===== config.mk =====
export PLATFORM = sky130hd
export DESIGN_NAME = seg_message_scanner
export DESIGN_NICKNAME = d
export VERILOG_FILES = /design/src/rtl/seg_message_scanner.sv
export SDC_FILE = /design/constraint.sdc
export NUM_CORES = 1
export LEC_CHECK = 0
export BUFFER_PORTS_ARGS = -buffer_cell sky130_fd_sc_hd__buf_4
export CAP_MARGIN = 0
export CORE_MARGIN = 2
export CORE_UTILIZATION = 55
export CTS_CLUSTER_DIAMETER = 60
export DETAILED_ROUTE_END_ITERATION = 16
export PLACE_DENSITY = 0.77
export SLEW_MARGIN = 20
export SYNTH_ARGS = -nofsm -noshare
export SYNTH_HDL_FRONTEND = slang
export SYNTH_SLANG_ARGS = --single-unit

===== constraint.sdc =====
create_clock -name clk -period 2.8 [get_ports clk]
set_clock_uncertainty 0.15 [all_clocks]
set_input_delay 0.14 -clock clk [delete_from_list [all_inputs] [get_ports clk]]
set_output_delay 0.14 -clock clk [all_outputs]
set_load 0.02 [all_outputs]

===== src/rtl/seg_message_scanner.sv =====
// seg_message_scanner: multiplexed seven-segment engine for the stopwatch panel.
// Normal BCD, blinking error text, perimeter chase saver and blank modes.
module seg_message_scanner #(
  parameter int NUM_DIGITS = 4,
  parameter int SCAN_DIV   = 1000,
  parameter int STEP_DIV   = 5000000
) (
  input  logic                    clk,
  input  logic                    rst_n,
  input  logic [1:0]              mode,
  input  logic [4*NUM_DIGITS-1:0] digits_in,
  input  logic [NUM_DIGITS-1:0]   dp_in,
  input  logic [3:0]              err_code,
  output logic [7:0]              seg_n,
  output logic [NUM_DIGITS-1:0]   an_n
);

  localparam int DW = (SCAN_DIV > 1) ? $clog2(SCAN_DIV) : 1;
  localparam int IW = (NUM_DIGITS > 1) ? $clog2(NUM_DIGITS) : 1;
  localparam int SW = (STEP_DIV > 1) ? $clog2(STEP_DIV) : 1;
  localparam int PN = 2 * NUM_DIGITS + 4;
  localparam int PW = $clog2(PN);
  localparam int N  = NUM_DIGITS;

  localparam logic [DW-1:0] DIV_TC  = DW'(SCAN_DIV - 1);
  localparam logic [IW-1:0] IDX_TC  = IW'(NUM_DIGITS - 1);
  localparam logic [SW-1:0] STEP_TC = SW'(STEP_DIV - 1);
  localparam logic [PW-1:0] POS_TC  = PW'(PN - 1);
  localparam logic [NUM_DIGITS-1:0] AN_ONE = NUM_DIGITS'(1);

  typedef enum logic [1:0] {
    M_NORM  = 2'b00,
    M_ERR   = 2'b01,
    M_SAV   = 2'b10,
    M_BLANK = 2'b11
  } mode_t;

  logic [DW-1:0] div_cnt;
  logic [IW-1:0] dig_idx;
  logic [SW-1:0] step_cnt;
  logic [PW-1:0] pos;
  logic          visible;
  mode_t         mode_q;

  logic          step_tick;
  logic          enter;
  logic          enter_sav;
  logic          enter_err;
  logic [PW-1:0] pos_eff;
  logic          vis_eff;
  logic [3:0]    nib;
  logic [7:0]    norm_glyph;
  logic [7:0]    err_glyph;
  logic [7:0]    sav_glyph;
  logic [7:0]    seg_nxt;
  int            p;
  int            d;

  function automatic logic [7:0] hex_glyph(input logic [3:0] v);
    logic [7:0] g;
    case (v)
      4'h0:    g = 8'hFC;
      4'h1:    g = 8'h60;
      4'h2:    g = 8'hDA;
      4'h3:    g = 8'hF2;
      4'h4:    g = 8'h66;
      4'h5:    g = 8'hB6;
      4'h6:    g = 8'hBE;
      4'h7:    g = 8'hE0;
      4'h8:    g = 8'hFE;
      4'h9:    g = 8'hF6;
      4'hA:    g = 8'hEE;
      4'hB:    g = 8'h3E;
      4'hC:    g = 8'h9C;
      4'hD:    g = 8'h7A;
      4'hE:    g = 8'h9E;
      default: g = 8'h8E;
    endcase
    return g;
  endfunction

  assign step_tick = (step_cnt == STEP_TC);
  assign enter     = (mode != mode_q);
  assign enter_sav = enter && (mode == M_SAV);
  assign enter_err = enter && (mode == M_ERR);

  // Entry state is shown on the entry edge itself.
  assign pos_eff = enter_sav ? '0 : pos;
  assign vis_eff = enter_err ? 1'b1 : visible;

  always_comb begin
    nib        = digits_in[4*int'(dig_idx) +: 4];
    norm_glyph = (nib <= 4'd9) ? hex_glyph(nib) : 8'h02;
    norm_glyph = norm_glyph | {7'd0, dp_in[dig_idx]};
  end

  always_comb begin
    err_glyph = 8'h02;
    if (dig_idx == '0)
      err_glyph = hex_glyph(err_code);
    else if (dig_idx == IDX_TC)
      err_glyph = 8'h9E;
    if (!vis_eff)
      err_glyph = 8'h00;
  end

  always_comb begin
    sav_glyph = 8'h00;
    p = int'(pos_eff);
    d = int'(dig_idx);
    unique case (1'b1)
      (p < N):
        if (d == N - 1 - p) sav_glyph = 8'h80;
      (p == N):
        if (d == 0) sav_glyph = 8'h40;
      (p == N + 1):
        if (d == 0) sav_glyph = 8'h20;
      (p >= N + 2 && p <= 2 * N + 1):
        if (d == p - N - 2) sav_glyph = 8'h10;
      (p == 2 * N + 2):
        if (d == N - 1) sav_glyph = 8'h08;
      default:
        if (d == N - 1) sav_glyph = 8'h04;
    endcase
  end

  always_comb begin
    seg_nxt = 8'h00;
    unique case (mode)
      M_NORM:  seg_nxt = norm_glyph;
      M_ERR:   seg_nxt = err_glyph;
      M_SAV:   seg_nxt = sav_glyph;
      default: seg_nxt = 8'h00;
    endcase
  end

  always_ff @(posedge clk or negedge rst_n) begin
    if (!rst_n) begin
      div_cnt  <= '0;
      dig_idx  <= '0;
      step_cnt <= '0;
      pos      <= '0;
      visible  <= 1'b1;
      mode_q   <= M_NORM;
      seg_n    <= 8'hFF;
      an_n     <= '1;
    end else begin
      mode_q <= mode_t'(mode);
      if (div_cnt == DIV_TC) begin
        div_cnt <= '0;
        dig_idx <= (dig_idx == IDX_TC) ? '0 : dig_idx + 1'b1;
      end else begin
        div_cnt <= div_cnt + 1'b1;
      end
      if (enter_sav || enter_err || step_tick)
        step_cnt <= '0;
      else
        step_cnt <= step_cnt + 1'b1;
      if (enter_sav)
        pos <= '0;
      else if (step_tick && mode == M_SAV)
        pos <= (pos == POS_TC) ? '0 : pos + 1'b1;
      if (enter_err)
        visible <= 1'b1;
      else if (step_tick && mode == M_ERR)
        visible <= ~visible;
      seg_n <= ~seg_nxt;
      an_n  <= ~(AN_ONE << dig_idx);
    end
  end

endmodule


# == Word-level counts from Yosys, hierarchy flattened ==
# Memories as Yosys holds them, arrays and structs flattened.
# Index checks and enable logic that the tools add are counted.
# classes
eq_ne,13
n_shift,2
order_cmp,5
bitwise,4
n_reduce_logical,12
n_addsub,7
mux,24
# op_table
cell,n
8-bit two-way mux,5
8-bit case mux with 5 select lines,1
8-bit case mux with 3 select lines,1
23-bit by 1-bit adder with 23-bit output (second input constant),1
23-bit equality test (second input constant),1
23-bit two-way mux,1
4-bit two-way mux,5
4-bit equality test (second input constant),4
16-bit by 5-bit indexed part select with 4-bit output,1
10-bit by 1-bit adder with 10-bit output (second input constant),1
10-bit equality test (second input constant),1
10-bit two-way mux,1
4-bit less-or-equal comparator (second input constant),2
8-bit NOT,1
8-bit by 1-bit bitwise OR with 8-bit output,1
7-bit two-way mux,1
3-bit by 6-bit equality test with 1-bit output,1
2-bit logical NOT,3
6-bit two-way mux,1
5-bit by 3-bit subtractor with 6-bit output (second input constant),1
3-bit by 5-bit equality test with 1-bit output,1
1-bit logical AND,5
5-bit two-way mux,1
2-bit by 4-bit subtractor with 5-bit output (first input constant),1
18 further kinds,25
# totals
romBits,224
memories,2
inputBits,28
output_inout_bits,12
reg_bits,54
# memory_table
memory,words,word_bits,rd,rd_ports_with_merged_regs,wr,line_no,source
(no name shown),16,7,1,0,0,61,case (v)
(no name shown),16,7,1,0,0,61,

# == Longest topological paths before layout ==
# depth
depth_word,10
depth_mapped,10
mapped_depth_nobuf,10

# == Worst setup path before layout ==
# OpenSTA, ideal clock, no wires.
# synth_timing
path_type,register to register
start,reg mode_q[0]
end,reg seg_n[4]
path_stages_with_launch,11
required_time_ps,2558
setup_slack_ps,511
arrival_ps,2048
n_path_buf,0
cell_sequence,dfrtp_1 nand2b_1 nand2_1 nand2_1 inv_1 ha_1 inv_1 fa_1 nand4b_1 a311oi_1 a311oi_1
# synth_between
elab_chain_len,10
word_cells_on_any_way,20
cone_classes,2 x add/sub; 3 x order compare; 5 x eq/ne; 6 x mux; 1 x bitwise; 3 x reduce/logical
# synth_lines
item,line_no,source
"start, declared",43,mode_t mode_q;
"start signal, assigned",148,mode_q <= mode_t'(mode);
2-bit inequality test (*),83,assign enter = (mode != mode_q);
1-bit logical AND,84,assign enter_sav = enter && (mode == M_SAV);
4-bit two-way mux,88,assign pos_eff = enter_sav ? '0 : pos;
4-bit by 3-bit subtractor with 5-bit output,119,if (d == p - N - 2) sav_glyph = 8'h10;
5-bit by 3-bit subtractor with 6-bit output,119,
3-bit by 6-bit equality test with 1-bit output,119,
5-bit two-way mux,119,
8-bit case mux with 5 select lines,111,unique case (1'b1)
8-bit case mux with 3 select lines (*),129,unique case (mode)
8-bit NOT (*),167,seg_n <= ~seg_nxt;
"end signal, assigned",167,
"end, declared",14,"output logic [7:0] seg_n,"
# Every way passes the cells marked *; elsewhere a longest branch is shown, timed or not.
# A chain may end at the register's enable or synchronous reset.

# == Final worst setup path ==
# layout_timing
start,in mode[0]
end,reg seg_n[4]
# layout_between
elab_chain_len,10
word_cells_on_any_way,23
cone_classes,2 x add/sub; 3 x order compare; 7 x eq/ne; 6 x mux; 1 x bitwise; 4 x reduce/logical
# layout_lines
item,line_no,source
"start, declared",10,"input logic [1:0] mode,"
2-bit inequality test or 2-bit equality test (tied branches),"83, 84, 129",
1-bit logical AND,84,
4-bit two-way mux,88,
4-bit by 3-bit subtractor with 5-bit output,119,
5-bit by 3-bit subtractor with 6-bit output,119,
3-bit by 6-bit equality test with 1-bit output,119,
5-bit two-way mux,119,
8-bit case mux with 5 select lines,111,
8-bit case mux with 3 select lines (*),129,
8-bit NOT (*),167,
# Marks and branches as above.

==> impl_metrics.py <==
metrics = {
    "timing": {
        "hold_viol": 1,
        "setup_tns_ns": 0,
        "slew_viol_final": 0,
        "setup_viol": 0,
        "period_share_pct": 94.4,
        "slew-limit-headroom_pct": 46.2,
        "holdWs_ns": -0.000424,
        "period_minus_slack_ns": 2.64,
        "worstMarginPinSlew_ns": 0.800,
        "max_freq_mhz": 378,
        "rsz0062_at_grt": "false",
    },
    "routing": {
        "drc": 0,
        "vias": 2806,
        "drt_iter0_markers": 179,
        "firstDrtPassIters": 4,
        "finalWirelength_um": 7300,
        "routedWlPerCell_um": 14.8,
        "detail-route-antenna-nets": 0,
        "via_per_inst": 5.70,
    },
    "place": {
        "dp_hpwl_um": 5450,
        "port_buffers": 39,
        "gp_congestion": 0.911,
    },
    "synth": {
        "syn_area_mm2": 0.00351,
        "yosysSeqAreaShare_pct": 39.0,
        "ys_warn_count": 0,
        "ys.flop_type": "dfrtp_1",
        "synth-async-reset-ratio_pct": 100,
        "synth.distinct_cells": 54,
        "synth-seq-cells": 54,
        "synth_area_leaders": "dfrtp_1 (29%), dfstp_2 (9.7%), ha_1 (9.3%)",
        "syn-num-nets": 427,
        "synth_edf_count": 0,
        "yosysTopAreaCellShare_pct": 29.3,
        "avgSynthCellArea_um2": 9.43,
        "syn-instance-count": 372,
        "yosysTopAreaCell": "dfrtp_1",
    },
    "outcome": {
        "failed_checks": "hold timing",
        "status": "finished, violations left",
    },
    "die": {
        "fp.dieH_um": 83.9,
        "start_util_pct": 56.2,
        "io_pins": 40,
        "num_rows": 29,
        "chipWidth_um": 83.9,
        "fp.dieArea_mm2": 0.00703,
        "core_area_mm2": 0.00624,
    },
    "layout": {
        "final_util_pct": 64.2,
        "final_nets": 469,
        "antenna_cells": 0,
        "drive_above_1_share_pct": 18.1,
        "area_growth_pct": 14.2,
    },
    "run": {
        "maxCapViolations": 0,
    },
    "clock_tree": {
        "cts_sinks": 54,
        "cts_setup_buffers": 0,
        "cts_hold_buf": 3,
        "cts-root-buf": "clkbuf_8",
        "cts_repair_resize_count": 0,
        "clock_latency_ns": 0.31,
        "clk_pin_slew_ns": 0.10,
        "htree_levels": 2,
        "clockBufferDepth": 2,
        "cts_buffers": 5,
        "cts_tree": "yes",
    },
    "critical_path": {
        "worstSetupEndpointType": "flop",
        "critPathLaunchType": "input pin",
        "cp.required_ns": 2.87,
        "cp-startpoint": "mode[0]",
        "cp.arrival_ns": 2.72,
        "path_max_fanout": 7,
        "path_class": "input pin to flop",
        "r2r_start": "mode_q[0]$_DFF_PN0_",
    },
    "pwr": {
        "total_leakage_power_nw": 1.72,
        "peakVddDrop_mv": 0.278,
        "p_per_area_mw_per_mm2": 406,
    },
    "hold_path": {
        "hp-class": "input pin to flop",
        "worstHoldStart": "dp_in[0]",
    },
    "global_routing": {
        "grt_max_degree": 55,
        "first_global_vias": 2814,
        "grt_overflow": 0,
        "grt_usage_pct": 21.8,
        "grt_pass1_wl_um": 12900,
        "antenna_found_initial": 0,
    },
}
-- per-layer routing --
layer / global-route usage (%) / vias up / wire [um]
li1: - / 1386 / -
met1: 30.4 / 1342 / 3350
met2: 36.7 / 68 / 3550
met3: 3.26 / 10 / 330
met4: 4.40 / 0 / 70
met5: 0 / - / 0
-- per-stage QoR --
stage          cells  instance area [um^2]  setup WS (ns)  power [W]
2_1_floorplan    372                  3510          0.511   0.000999
3_3_place_gp     481                  3860          0.416    0.00109
3_5_place_dp     481                  3860          0.307    0.00109
4_1_cts          492                  4010          0.188    0.00163
5_1_grt          492                  4010         0.0140    0.00169
6_report         492                  4010          0.157    0.00163
-- worst max-delay path: stages --
cell,delay [ns]
dlygate4sd3_1,0.55
buf_4,0.17
nand2b_1,0.24
o21ai_2,0.31
ha_1,0.20
inv_1,0.06
fa_1,0.48
nand4b_1,0.18
a311oi_1,0.26
a311oi_1,0.13
-- report_power, final --
group / total [W] / switching [W] / internal [W]
Combinational: 0.000231 / 0.000127 / 0.000105
Sequential: 0.000853 / 0.0000294 / 0.000823
Clock: 0.000542 / 0.000269 / 0.000273
-- registers in the layout, summed over array words and instances (netlist names) --
name / count
step_cnt: 23
div_cnt: 10
seg_n: 8
an_n: 4
pos: 4
dig_idx: 2
mode_q: 2
visible: 1
-- synthesized netlist by cell type, types with 5 or more instances --
master	number
nor2_1	50
dfrtp_1	41
inv_1	28
ha_1	26
nand2_1	25
nand3_1	18
xnor2_1	17
o21ai_0	16
a21oi_1	13
dfstp_2	13
xor2_1	13
nor3_1	12
mux2i_1	7
mux4_2	7
nand2b_1	7
and3_1	5
nand4_1	5
nor2b_1	5
-- worst paths after layout --
check	end	slack [ns]	cells after the start
setup / recovery	seg_n[4]$_DFF_PN1_	0.16	10
hold / removal	seg_n[0]$_DFF_PN1_	-0.0004	3
setup reg to reg	seg_n[4]$_DFF_PN1_	0.29	10
hold reg to reg	div_cnt[0]$_DFF_PN0_	0.32	1
max in group asynchronous	step_cnt[7]$_DFF_PN0_	1.80	2
min in group asynchronous	step_cnt[19]$_DFF_PN0_	0.24	2
-- cells by family after synthesis --
logic type / Yosys count / synth area share [%]
compound gates: 63 / 11.8
fa+ha+maj: 27 / 9.85
mux: 14 / 6.49
flops: 54 / 39.0
simple gates: 146 / 20.8
buf+inv: 38 / 4.60
xor+xnor: 30 / 7.49
-- cell type report --
class / count / area (um^2)
sequential: 54 / 1370
inverter: 29 / 109
fill: 525 / 2230
tap: 77 / 96.3
clock inverter: 3 / 48.8
multi-input combinational: 280 / 1980
timing repair buffer: 44 / 338
clock buffer: 5 / 68.8
-- placed cells by master, fill, tap and decap left out, types with 3 or more instances in the layout --
master         instances
o211ai_1               3
dlygate4sd3_1          3
a311oi_1               3
nor3_1                12
nor2b_1                5
inv_1                 28
nand2b_1               7
o31ai_1                4
dfstp_2               13
nand2_1               25
o21ai_0               16
nand4_1                5
nand3_1               18
clkbuf_8               5
buf_4                 41
ha_1                  26
xor2_1                13
o21ai_1                3
a211oi_1               4
and3_1                 5
xnor2_1               17
a21oi_1               13
and4_1                 3
mux4_2                 7
nor2_1                50
dfrtp_1               41
mux2i_1                7
(Power assumes the default switching activity.)
